$ cat src/rtl/fir3_q26_datapath_pkg.sv
// Shared Q2.6 constants, sample type and load/run state encoding for the 3-tap FIR.
// Arithmetic mode is selected by FIR_SAT_EN (defined: saturate, undefined: wrap).
package fir3_pkg;
    localparam int WI    = 2;
    localparam int WF    = 6;
    localparam int WL    = WI + WF;
    localparam int NTAPS = 3;

    typedef logic signed [WL-1:0] sample_t;

    localparam sample_t SAT_MAX = {1'b0, {(WL-1){1'b1}}};
    localparam sample_t SAT_MIN = {1'b1, {(WL-1){1'b0}}};

    typedef enum logic {
        ST_LOAD = 1'b0,
        ST_RUN  = 1'b1
    } fir_state_t;
endpackage

$ cat src/rtl/fir3_q26_datapath_if.sv
// Sample/coefficient bus of the FIR: source drives enable/x/h, filter returns y/ovf/loaded.
// enable qualifies a run-phase advance only; it is ignored until loaded is high.
interface fir3_q26_datapath_if;
    import fir3_pkg::*;

    logic    enable;
    sample_t x;
    sample_t h;
    sample_t y;
    logic    ovf;
    logic    loaded;

    modport master (output enable, x, h, input y, ovf, loaded);
    modport slave  (input enable, x, h, output y, ovf, loaded);
endinterface

$ cat src/rtl/fir3_q26_datapath_dff.sv
// Plain W-bit register with synchronous active-high reset.
module dff
    import fir3_pkg::*;
#(
    parameter int W = WL
) (
    input  logic         CLK,
    input  logic         rst,
    input  logic [W-1:0] in,
    output logic [W-1:0] out
);
    always_ff @(posedge CLK) begin
        if (rst) begin
            out <= '0;
        end else begin
            out <= in;
        end
    end
endmodule

$ cat src/rtl/fir3_q26_datapath_fpadder.sv
// Combinational fixed-point adder with one guard bit; operands and result share the
// same fraction width. Saturates (FIR_SAT_EN defined) or wraps; OVF flags overflow.
module fpadder #(
    parameter int WI1 = 2,
    parameter int WF1 = 6,
    parameter int WI2 = 2,
    parameter int WF2 = 6,
    parameter int WIO = 2,
    parameter int WFO = 6
) (
    input  logic                        RESET,
    input  logic signed [WI1+WF1-1:0]   in1,
    input  logic signed [WI2+WF2-1:0]   in2,
    output logic signed [WIO+WFO-1:0]   out,
    output logic                        OVF
);
    localparam int W1 = WI1 + WF1;
    localparam int W2 = WI2 + WF2;
    localparam int WA = ((W1 > W2) ? W1 : W2) + 1;
    localparam int WO = WIO + WFO;

    logic signed [WA-1:0] w_a;
    logic signed [WA-1:0] w_b;
    logic signed [WA-1:0] w_sum;
    logic                 w_big;

    assign w_a   = WA'(in1);
    assign w_b   = WA'(in2);
    assign w_sum = w_a + w_b;
    assign w_big = !((&w_sum[WA-1:WO-1]) || !(|w_sum[WA-1:WO-1]));

    always_comb begin
        out = '0;
        OVF = 1'b0;
        if (!RESET) begin
            OVF = w_big;
`ifdef FIR_SAT_EN
            if (w_big) begin
                out = w_sum[WA-1] ? {1'b1, {(WO-1){1'b0}}} : {1'b0, {(WO-1){1'b1}}};
            end else begin
                out = w_sum[WO-1:0];
            end
`else
            out = w_sum[WO-1:0];
`endif
        end
    end
endmodule

$ cat src/rtl/fir3_q26_datapath_fpmult.sv
// Combinational fixed-point multiplier: full product, truncate LSBs toward -inf, then
// saturate (FIR_SAT_EN defined) or wrap (undefined). OVF reports out-of-range either way.
module fpmult #(
    parameter int WI1 = 2,
    parameter int WF1 = 6,
    parameter int WI2 = 2,
    parameter int WF2 = 6,
    parameter int WIO = 2,
    parameter int WFO = 6
) (
    input  logic                        RESET,
    input  logic signed [WI1+WF1-1:0]   in1,
    input  logic signed [WI2+WF2-1:0]   in2,
    output logic signed [WIO+WFO-1:0]   out,
    output logic                        OVF
);
    localparam int WP = WI1 + WF1 + WI2 + WF2;
    localparam int SH = WF1 + WF2 - WFO;
    localparam int WO = WIO + WFO;

    logic signed [WP-1:0] w_prod;
    logic signed [WP-1:0] w_shift;
    logic                 w_big;

    assign w_prod  = WP'(in1) * WP'(in2);
    assign w_shift = w_prod >>> SH;
    // In range only when every bit above the output sign bit matches it.
    assign w_big   = !((&w_shift[WP-1:WO-1]) || !(|w_shift[WP-1:WO-1]));

    always_comb begin
        out = '0;
        OVF = 1'b0;
        if (!RESET) begin
            OVF = w_big;
`ifdef FIR_SAT_EN
            if (w_big) begin
                out = w_shift[WP-1] ? {1'b1, {(WO-1){1'b0}}} : {1'b0, {(WO-1){1'b1}}};
            end else begin
                out = w_shift[WO-1:0];
            end
`else
            out = w_shift[WO-1:0];
`endif
        end
    end
endmodule

$ cat src/rtl/fir3_q26_datapath.sv
// 3-tap Q2.6 FIR: serial coefficient load from h, then y = c0*x0 + c1*x1 + c2*x2 per enabled edge.
// FIR_SAT_EN selects saturating (defined) or wrapping (undefined) arithmetic.
module fir3_q26_datapath
    import fir3_pkg::*;
(
    input  logic                 clk,
    input  logic                 reset,
    fir3_q26_datapath_if.slave   bus
);
    fir_state_t r_state, w_state_nxt;
    logic [1:0] r_cnt, w_cnt_nxt;
    logic       w_load, w_adv;

    sample_t r_c0, r_c1, r_c2, r_x0, r_y;
    logic    r_ovf;

    sample_t w_x1, w_x2, w_x1_d, w_x2_d;
    sample_t w_m0, w_m1, w_m2, w_a0, w_a1;
    logic    w_ov_m0, w_ov_m1, w_ov_m2, w_ov_a0, w_ov_a1;

    always_ff @(posedge clk) begin
        if (reset) begin
            r_state <= ST_LOAD;
            r_cnt   <= 2'd0;
        end else begin
            r_state <= w_state_nxt;
            r_cnt   <= w_cnt_nxt;
        end
    end

    // The load counter saturates at NTAPS because the last load edge leaves ST_LOAD.
    always_comb begin
        w_state_nxt = r_state;
        w_cnt_nxt   = r_cnt;
        w_load      = 1'b0;
        w_adv       = 1'b0;
        case (r_state)
            ST_LOAD: begin
                w_load    = 1'b1;
                w_cnt_nxt = r_cnt + 2'd1;
                if (r_cnt == 2'(NTAPS - 1)) begin
                    w_state_nxt = ST_RUN;
                end
            end
            ST_RUN: begin
                w_adv = bus.enable;
            end
            default: begin
                w_state_nxt = ST_LOAD;
            end
        endcase
    end

    always_ff @(posedge clk) begin
        if (reset) begin
            r_c0  <= '0;
            r_c1  <= '0;
            r_c2  <= '0;
            r_x0  <= '0;
            r_y   <= '0;
            r_ovf <= 1'b0;
        end else begin
            if (w_load) begin
                r_c0 <= r_c1;
                r_c1 <= r_c2;
                r_c2 <= bus.h;
            end
            if (w_adv) begin
                r_x0  <= bus.x;
                r_y   <= w_a1;
                r_ovf <= r_ovf | w_ov_m0 | w_ov_m1 | w_ov_m2 | w_ov_a0 | w_ov_a1;
            end
        end
    end

    // The delay-line registers have no enable, so stalls recirculate their own value.
    assign w_x1_d = w_adv ? r_x0 : w_x1;
    assign w_x2_d = w_adv ? w_x1 : w_x2;

    dff #(.W(WL)) u_x1 (.CLK(clk), .rst(reset), .in(w_x1_d), .out(w_x1));
    dff #(.W(WL)) u_x2 (.CLK(clk), .rst(reset), .in(w_x2_d), .out(w_x2));

    fpmult #(.WI1(WI), .WF1(WF), .WI2(WI), .WF2(WF), .WIO(WI), .WFO(WF)) u_m0 (
        .RESET(1'b0), .in1(r_c0), .in2(r_x0), .out(w_m0), .OVF(w_ov_m0));
    fpmult #(.WI1(WI), .WF1(WF), .WI2(WI), .WF2(WF), .WIO(WI), .WFO(WF)) u_m1 (
        .RESET(1'b0), .in1(r_c1), .in2(w_x1), .out(w_m1), .OVF(w_ov_m1));
    fpmult #(.WI1(WI), .WF1(WF), .WI2(WI), .WF2(WF), .WIO(WI), .WFO(WF)) u_m2 (
        .RESET(1'b0), .in1(r_c2), .in2(w_x2), .out(w_m2), .OVF(w_ov_m2));

    fpadder #(.WI1(WI), .WF1(WF), .WI2(WI), .WF2(WF), .WIO(WI), .WFO(WF)) u_a0 (
        .RESET(1'b0), .in1(w_m0), .in2(w_m1), .out(w_a0), .OVF(w_ov_a0));
    fpadder #(.WI1(WI), .WF1(WF), .WI2(WI), .WF2(WF), .WIO(WI), .WFO(WF)) u_a1 (
        .RESET(1'b0), .in1(w_a0), .in2(w_m2), .out(w_a1), .OVF(w_ov_a1));

    assign bus.y      = r_y;
    assign bus.ovf    = r_ovf;
    assign bus.loaded = (r_state == ST_RUN);
endmodule

$ cat src/flat_wrapper.sv
// flat-port wrapper written by rule: the top's interface ports become plain ports
module fir3_q26_datapath_flat import fir3_pkg::*;
  (clk, reset, bus_enable, bus_x, bus_h, bus_y, bus_ovf, bus_loaded);
  fir3_q26_datapath_if bus_i ();
  input  logic clk;
  input  logic reset;
  input wire logic [$bits(bus_i.enable)-1:0] bus_enable;
  input wire logic [$bits(bus_i.x)-1:0] bus_x;
  input wire logic [$bits(bus_i.h)-1:0] bus_h;
  output wire logic [$bits(bus_i.y)-1:0] bus_y;
  output wire logic [$bits(bus_i.ovf)-1:0] bus_ovf;
  output wire logic [$bits(bus_i.loaded)-1:0] bus_loaded;
  assign bus_i.enable = bus_enable;
  assign bus_i.x = bus_x;
  assign bus_i.h = bus_h;
  assign bus_y = bus_i.y;
  assign bus_ovf = bus_i.ovf;
  assign bus_loaded = bus_i.loaded;
  fir3_q26_datapath u_core (.clk(clk), .reset(reset), .bus(bus_i));
endmodule
$ cat config.mk
export PLATFORM = sky130hd
export DESIGN_NAME = fir3_q26_datapath_flat
export DESIGN_NICKNAME = d
export VERILOG_FILES = /design/src/rtl/fir3_q26_datapath_pkg.sv /design/src/rtl/fir3_q26_datapath_if.sv /design/src/rtl/fir3_q26_datapath_dff.sv /design/src/rtl/fir3_q26_datapath_fpadder.sv /design/src/rtl/fir3_q26_datapath_fpmult.sv /design/src/rtl/fir3_q26_datapath.sv /design/src/flat_wrapper.sv
export SDC_FILE = /design/constraint.sdc
export NUM_CORES = 1
export LEC_CHECK = 0
export CORE_UTILIZATION = 58
export CTS_BUF_LIST = sky130_fd_sc_hd__clkbuf_8
export CTS_CLUSTER_DIAMETER = 40
export DETAILED_ROUTE_END_ITERATION = 6
export HOLD_SLACK_MARGIN = 0.15
export PLACE_DENSITY = 0.76
export SETUP_SLACK_MARGIN = 0.1
export SLEW_MARGIN = 20
export SYNTH_ARGS = -nofsm -noshare
export SYNTH_HDL_FRONTEND = slang
export SYNTH_SLANG_ARGS = --single-unit
$ cat constraint.sdc
create_clock -name clk -period 8.2 [get_ports clk]
set_input_delay 1.23 -clock clk [delete_from_list [all_inputs] [get_ports clk]]
set_output_delay 1.23 -clock clk [all_outputs]
set_load 0.02 [all_outputs]
---- Yosys cells after proc, flatten, opt, wreduce, memory -nomap -nowiden ----
Index checks and enable logic that the tools add are counted.
word-level totals
  output and inout port bits .............. 10
  flip-flop bits (word level) ............. 60
  input bits .............................. 19
  word-level logic and storage cells ...... 50
operators by class
  add/sub/neg operators ................... 3
  mux-type cells .......................... 3
  multiply operators ...................... 3
  eq/ne operators ......................... 1
  reductions and logical operators ........ 25
  bitwise logic cells ..................... 5
operator list
  kind                                                            number
  8-bit by 8-bit multiplier with 16-bit output                    3
  8-bit by 8-bit adder with 9-bit output                          2
  1-bit logical NOT                                               10
  3-bit AND reduction                                             3
  3-bit OR reduction                                              3
  1-bit logical OR                                                5
  1-bit bitwise OR                                                5
  2-bit AND reduction                                             2
  2-bit OR reduction                                              2
  1-bit two-way mux                                               3
  2-bit by 1-bit adder with 2-bit output (second input constant)  1
  2-bit equality test (second input constant)                     1

---- Logic depth before layout (Yosys ltp) ----
  depth in word-level cells ............... 10
  gate-level depth with buffers ........... 30
  depth with buffers taken out ............ 29

---- Modules after synthesis ----
A second synthesis with hierarchy kept.
unflattened totals
  cells, all modules ...................... 1163
  area, all modules ....................... 10457.5 um^2
by module, submodules not included
  module                instances  seq. area each (um^2)  cells each  area an instance (um^2)
  fpmult (u_core.u_m2)  1          0.0                    284         2467.4
  fpmult (u_core.u_m1)  1          0.0                    283         2462.4
  fpmult (u_core.u_m0)  1          0.0                    276         2409.8
  fir3_q26_datapath     1          880.8                  188         1936.9
  fpadder               2          0.0                    50          380.4
  dff                   2          160.2                  16          210.2

---- Worst setup path before layout ----
Ideal clock, no wire load.
  path kind ............................... register to register
  start ................................... register u_core.u_x1.out[2]
  end ..................................... register u_core.r_ovf, in the netlist u_core.bus.ovf
  clock period less this slack ............ 6309 ps
  arrival time ............................ 6180 ps
  buffers on the path ..................... 1
  data required time ...................... 8071 ps
  setup slack ............................. 1891 ps
  stages on the path, launching flop included .. 28
  library setup time ...................... 129 ps
  path through ............................ dfxtp_1 clkbuf_1 and2_1 fa_1 inv_1 fa_1 inv_1 fa_1 inv_1 fa_1 inv_1 ha_1 and4_1 a221o_1 o21ai_0 a21boi_0 o21ai_0 nand2b_1 a21oi_1 xnor2_1 ha_1 o41ai_1 xnor2_1 ha_1 a21o_1 o21a_1 nor4_1 a31oi_1
on the way
  cells in the longest elaborated chain, start to end .. 9
  elaborated cells on any way between the ends .. 22
  those cells by class .................... add/sub: 2; mul: 1; bitwise: 4; reduce/logical: 15
ends and longest elaborated chain
  element                                                                         RTL line                        RTL
  start, declared                                                                 fir3_q26_datapath_dff.sv:10     output logic [W-1:0] out
  start signal, assigned                                                          fir3_q26_datapath_dff.sv:16     out <= in;
  8-bit by 8-bit multiplier with 16-bit output *                                  fir3_q26_datapath_fpmult.sv:25  assign w_prod = WP'(in1) * WP'(in2);
  branches (longest 7 deep; another with 8-bit by 8-bit adder with 9-bit output)  n/a
  1-bit bitwise OR *                                                              fir3_q26_datapath.sv:71         r_ovf <= r_ovf | w_ov_m0 | w_ov_m1 | w_ov_m2 | w_ov_a0 | w_ov_a1;
  end signal, assigned                                                            fir3_q26_datapath.sv:71
  end, declared                                                                   fir3_q26_datapath.sv:15         logic r_ovf;
Mark *: on every way between the ends.
A chain may end at the register's enable or synchronous reset.

---- Final worst setup path ----
Ends and elaborated chain as after synthesis.

==> out/qor.csv <==
stage;metric;value;unit
run_status;status;finished clean;
clock_network;CTS tree;yes;
hold_path;Hold Crit Class;reg2reg;
clock_network;post-CTS setup buffers;0;
detailed_routing;Via density;5.34;
floorplanning;die width;132;um
pwr;internal power;0.000617;W
sta;worst slew pin tran;943;ps
hold_path;hold worst-path end;u_core.bus.y[3];
worst_setup_path;Startpoint Class;register;
synthesis;Cell Area, Synth;9850;um2
sta;Tmin final;6740;ps
synthesis;top cells by count, synth;inv_1, fa_1, nand2_1, and2_1, ha_1;
job;# Max-Cap Violations;0;
pwr;worst-case vdd ir drop;0.000185;V
pwr;Pwr Total;0.000934;W
floorplanning;Starting Density;59.4;%
synthesis;synth top area cells;fa_1, ha_1, dfxtp_1;
worst_setup_path;Worst R2R Start;u_core.u_x1.out[2];
floorplanning;Die Span Y;132;um
grt;GR Util met1;33.7;%
detailed_routing;DR vias;7183;
place;Final Wtd Congestion;0.859;
worst_setup_path;crit path DAT;6980;ps
hold_path;worst hold path stage count;2;
sta;final number of hold-violating endpoints;0;
cells_and_area;Final #Nets;1397;
clock_network;Clk pin slew, worst setup/hold paths;80;ps
worst_setup_path;crit path max fanout;10;
sta;fin crit share;82.2;%
sta;Fmax;0.148;GHz
synthesis;top cell type's share of synthesized area;32.7;%
worst_setup_path;CP required;8440;ps
synthesis;count leader, synth;inv_1;
sta;Layout Skew;11.3;ps
worst_setup_path;FF-to-FF setup slack;1460;ps
grt;global-route usage over all layers;25.6;%
pwr;P per Cell Area;88.9;nW/um2
synthesis;Post-synth EDFFs;0;
grt;initial antenna violation count;0;
clock_network;CTS buffer count;9;
pwr;NetSw;0.000317;W
clock_network;hold bufs inserted after CTS;0;
place;IO buf count;28;
synthesis;ys async rst share;0;%
clock_network;Root Driver;clkbuf_8;
grt;global route overflow;0;
worst_setup_path;FF-to-FF End;u_core.bus.ovf;
floorplanning;die area;17500;um2
detailed_routing;Routed WL per cell;15.6;um
synthesis;Syn Area/Cell;8.80;um2
detailed_routing;DR iter-0 viols;300;
clock_network;htree depth;3;
floorplanning;core area;16600;um2
cells_and_area;area delta synth->final;6.62;%
grt;GRT met2 Usage;44.6;%
place;HPWL after detailed placement;17000;um
synthesis;Synthesized Nets;1398;
grt;met3 usage;2.81;%
pwr;Sequential Power Share;42.9;%
clock_network;clk sinks;60;
pwr;Combinational Power Share;21.4;%
sta;max-slew violations;0;
detailed_routing;Post-DRT Antenna Nets;0;
grt;GRT Max-Usage Layer;met2;
detailed_routing;Pre-antenna DRT Iters;5;
pwr;sw frac;34.0;%
floorplanning;# rows;47;
clock_network;later-pin clock latency in the skew report;370;ps
hold_path;min-delay src;u_core.bus.y[3];
clock_network;cells resized by post-CTS repair;0;
cells_and_area;post-route cell area;10500;um2
place;Post-DP Area;10300;um2
worst_setup_path;R2R cell count;27;
synthesis;sequential-to-total area share from yosys stat;12.2;%
clock_network;maximum root-to-sink buffer count;2;
synthesis;Ys Warns;0;
worst_setup_path;critical path class;reg2reg;
pwr;LEAKAGE;5.09;nW
worst_setup_path;CP Capture Type;register;
grt;vias in the first global route;7330;
pwr;clock power share;35.7;%
synthesis;area leader, netlist;fa_1;
synthesis;Netlist cell types;47;
cells_and_area;# diodes;0;
synthesis;Most used DFF post-synth;dfxtp_1;
grt;first-pass GRT wire length;35400;um
sta;Setup-failing EPs final;0;
synthesis;Post-Syn Instances;1120;
cells_and_area;layout cell share with drive strength beyond 1;2.40;%
cells_and_area;fill cell count;1452;
sta;RSZ-0062 raised after global routing;no;
sta;setup_tns;0;ps
detailed_routing;DRC;0;
grt;largest net degree at the start of global routing;61;
sta;slew margin rel.;37.1;%
synthesis;Synth Register Bits;60;
detailed_routing;WL final;21000;um
floorplanning;io pins;29;
-- flip-flops by register name, summed over array words and instances (netlist names) --
signal,count
u_core.u_x2.out,8
u_core.r_c2,8
u_core.r_cnt,2
u_core.bus.ovf,1
u_core.r_x0,8
u_core.bus.y,8
u_core.u_x1.out,8
u_core.r_c0,8
u_core.r_c1,8
u_core.bus.loaded,1
-- cell families after synthesis --
group | share of synthesized area (%)
fa+ha+maj | 45.2
compound gates | 6.59
mux | 3.09
simple gates | 18.0
flops | 12.2
buf+inv | 9.91
xor+xnor | 5.07
-- final cells by class --
cell class	instances	area, um2	share of cell area [%]
Clock inverter	7	116	1.11
Inverter	218	818	7.79
Sequential cell	60	1200	11.4
Clock buffer	9	124	1.18
Timing Repair Buffer	30	293	2.79
Multi-Input combinational cell	800	7670	73.1
Tap cell	220	275	2.62
-- worst max-delay path, cell delays in order (launching register included) --
cell and delay [ps]:
dfxtp_1 420, and2_1 230, fa_1 530, inv_1 60, fa_1 520, inv_1 50
fa_1 470, inv_1 50, fa_1 490, inv_1 50, ha_1 310, and4_1 160
a221o_1 380, o21ai_0 200, a21boi_0 130, o21ai_0 170, nand2b_1 110, a21oi_1 190
xnor2_1 90, ha_1 240, o41ai_1 610, xnor2_1 140, ha_1 350, nand2_1 60
a21oi_1 160, nor3_1 70, nor4_1 270, a31oi_1 110
-- power by group through the flow --
stage	clock network [W]	registers, W	logic [W]
final	0.000334	0.000401	0.000200
after global routing	0.000352	0.000406	0.000225
after CTS	0.000339	0.000399	0.000201
after detailed placement	0	0.000406	0.000199
after global placement	0	0.000404	0.000196
after floorplan	0	0.000344	0.000184
-- worst max path at each step --
stage                             from              to  slack [ps]  cells past startpoint
floorplan           u_core.u_x1.out[2]  u_core.bus.ovf        1890                     27
global placement        u_core.r_c1[7]  u_core.bus.ovf        1620                     26
detailed placement      u_core.r_c1[7]  u_core.bus.ovf        1520                     26
CTS                     u_core.r_c1[7]  u_core.bus.ovf        1490                     26
global route        u_core.u_x1.out[2]  u_core.bus.ovf        1090                     27
finish              u_core.u_x1.out[2]  u_core.bus.ovf        1460                     27
-- metal layers --
metal / wire length [um] / up-vias
met5: 0 / -
met4: 335 / 0
met3: 686 / 22
met2: 10700 / 131
met1: 9250 / 3586
li1: - / 3444
-- placed cells by master (no fill, tap or decap), drive strengths merged, types with 4 or more instances in the layout --
| cell type | Yosys | final |
|---|---|---|
| mux2i | 27 | 27 |
| and2 | 111 | 111 |
| nand3 | 4 | 4 |
| o21a | 5 | 5 |
| nor3 | 9 | 9 |
| nor2 | 53 | 53 |
| clkbuf | 42 | 9 |
| xnor2 | 44 | 44 |
| and3 | 10 | 10 |
| a21oi | 48 | 48 |
| o21ai | 13 | 13 |
| xor2 | 13 | 13 |
| nand2b | 14 | 14 |
| clkdlybuf4s50 | 0 | 27 |
| a31oi | 4 | 4 |
| dfxtp | 60 | 60 |
| inv | 218 | 219 |
| a211oi | 5 | 5 |
| nand2 | 121 | 121 |
| fa | 161 | 161 |
| nor2b | 15 | 15 |
| ha | 98 | 98 |
| a21o | 8 | 8 |
| o21bai | 4 | 4 |
-- per-stage QoR --
| stage | hold WS (ps) | std cells | util, % | setup slack, ps |
|---|---|---|---|---|
| detailed placement | 445 | 1328 | 61.9 | 1520 |
| finish | 449 | 1344 | 63.3 | 1460 |
| global route | 467 | 1344 | 63.3 | 1090 |
| CTS | 454 | 1344 | 63.3 | 1490 |
| floorplan | 463 | 1120 | - | 1890 |
| global placement | 442 | 1328 | 61.9 | 1620 |
Note: power is estimated with default switching activity, not from simulation.
==> RTL edit: new RTL, config.mk and constraints unchanged <==
`WF`: 6 -> 3.
--- a/src/rtl/fir3_q26_datapath_pkg.sv
+++ b/src/rtl/fir3_q26_datapath_pkg.sv
@@ -2,7 +2,7 @@
 // Arithmetic mode is selected by FIR_SAT_EN (defined: saturate, undefined: wrap).
 package fir3_pkg;
     localparam int WI    = 2;
-    localparam int WF    = 6;
+    localparam int WF    = 3;
     localparam int WL    = WI + WF;
     localparam int NTAPS = 3;
 
Interface: changed (resized bus_h, bus_x and bus_y); port bits go from 29 to 20. No check against the original RTL was run, so the function may have changed too.
==> RTL edit against the original RTL <==
Worst setup slack better by 1.3 ns. Final cell count is 51% lower. Area after synthesis is 52% lower. Synthesized cell count is 51% lower. Global-route usage is 1.1 points lower. Worst hold slack better by 0.0073 ns. Combinational power is 29% lower. Final area is 51% lower. Sequential cell count is 21 lower. Die area is 51% lower. Power is 42% lower. Maximum frequency is 25% higher. Routed wire length is 55% lower. Critical path type unchanged.
==> RTL edit: results (changes against the original RTL) <==
| Metric | Value |
|---|---|
| Total iterations of the first detailed-routing run | `4 (was 5)` |
| Post-Synthesis Cells | `545 (was 1120)` |
| Filler cells | `658 (was 1452)` |
| Pin count of the biggest net entering global routing | `40 (was 61)` |
| Seq/Total Area, Yosys | `0.165 (was 0.122)` |
| Status | `finished clean (unchanged)` |
| GR Util All Layers | `0.245 (was 0.256)` |
| First-pass GRT wire length | `16600 um (was 35400 um)` |
| Peak fanout along the critical path | `6 (was 10)` |
| 1st-iter DRT viols | `180 (was 300)` |
| PortBufs | `19 (was 28)` |
| CTS H-Tree Depth | `2 (was 3)` |
| Top post-synthesis cells by count | `78 x inv_1, 59 x nand2_1, 53 x fa_1 (was 218 x inv_1, 161 x fa_1, 121 x nand2_1)` |
| Via Count | `3667 (was 7183)` |
| Arr. time, crit path | `5.61 ns (was 6.98 ns)` |
| Routability congestion estimate | `0.850 (was 0.859)` |
| Adder-cell share of the synthesized area | `0.356 (was 0.452)` |
| Placed Area | `5020 sq um (was 10300 sq um)` |
| Synth Area in Compound Gates | `0.108 (was 0.0659)` |
| Final #Nets | `678 (was 1397)` |
| Pre-CTS setup slack | `2.77 ns (was 1.52 ns)` |
| Post-Synth XOR/XNOR Area | `0.0644 (was 0.0507)` |
| Cell variety after synth | `53 (was 47)` |
| DP HPWL | `7720 um (was 17000 um)` |
| Worst Tran Pin Value | `0.754 ns (was 0.943 ns)` |
| Layout cell share with drive strength beyond 1 | `0.0409 (was 0.0240)` |
| TritonCTS Buffers | `5 (was 9)` |
| Worst skew pair latency | `0.30 ns (was 0.37 ns)` |
| DR WL/cell | `14.3 um (was 15.6 um)` |
| Placed cell count | `657 (was 1328)` |
| Syn_nets | `661 (was 1398)` |
| Max VDD drop | `0.000103 V (was 0.000185 V)` |
| Post-synthesis mux area share | `0.0404 (was 0.0309)` |
| LEAKAGE | `2.51 nW (was 5.09 nW)` |
| Worst Skew | `0.00453 ns (was 0.0113 ns)` |
## RTL edit: cell types whose count changed after synthesis, moves of 11 or more
cell	delta
nor2b_1	-11
nand2_1	-62
ha_1	-48
a21oi_1	-12
xnor2_1	-26
fa_1	-108
clkbuf_1	-35
inv_1	-140
dfxtp_1	-21
and2_1	-76
## RTL edit: path summary, 6_finish.rpt
path              startpoint         endpoint  slack (ns)  cells after the start
min          u_core.bus.y[3]  u_core.bus.y[3]        0.46                      2
max reg2reg   u_core.r_c1[0]   u_core.bus.ovf        2.79                     18
max           u_core.r_c1[0]   u_core.bus.ovf        2.79                     18
min reg2reg  u_core.bus.y[3]  u_core.bus.y[3]        0.46                      2
## RTL edit: kinds of logic after synthesis
family	count (synthesis)
AND/OR/NAND/NOR	186
adder cells (fa/ha/maj)	103
buffers and inverters	90
AO/OA/AOI/OAI	79
flip-flops	39
XOR/XNOR	29
multiplexers	19
## RTL edit: metal layers
metal,vias to the layer above,share of wire,global-route usage
li1,1814,-,-
met1,1777,0.46,0.330
met2,60,0.48,0.412
met3,16,0.034,0.0287
met4,0,0.025,0.0716
met5,-,0,0
## RTL edit: through the flow
stage	power, mW	utilization
after global placement	0.373	0.644
after CTS	0.549	0.658
after global routing	0.575	0.658
after detailed placement	0.379	0.644
after floorplan	0.335	-
final	0.546	0.658
## RTL edit: where the power goes
group | leakage (nW) | switching [mW] | internal, mW
logic | 2.14 | 0.0800 | 0.0622
registers | 0.317 | 0.0238 | 0.208
clock network | 0.0587 | 0.0789 | 0.0924
total | 2.51 | 0.183 | 0.363
## RTL edit: layout make-up
class / instances / area [sq um] / share of cell area
multi-input cells: 416 / 3610 / 0.702
repair buffers: 22 / 213 / 0.0414
clock buffers: 5 / 68.8 / 0.0134
flip-flops and latches: 39 / 781 / 0.152
well taps: 102 / 128 / 0.0248
clock inverters: 3 / 47.5 / 0.00925
inverters: 78 / 293 / 0.0569
## RTL edit: worst max-delay path, stage by stage, from the launching register on
cell       delay [ns]
dfxtp_1          0.36
nand2b_1         0.19
fa_1             0.52
fa_1             0.52
fa_1             0.54
inv_1            0.07
fa_1             0.47
a21o_1           0.19
a21oi_1          0.35
xnor2_1          0.17
ha_1             0.36
xnor2_1          0.15
ha_1             0.33
and3_1           0.18
o2111ai_1        0.18
nand4_1          0.13
nor4_2           0.25
nand4_1          0.11
o31a_1           0.25
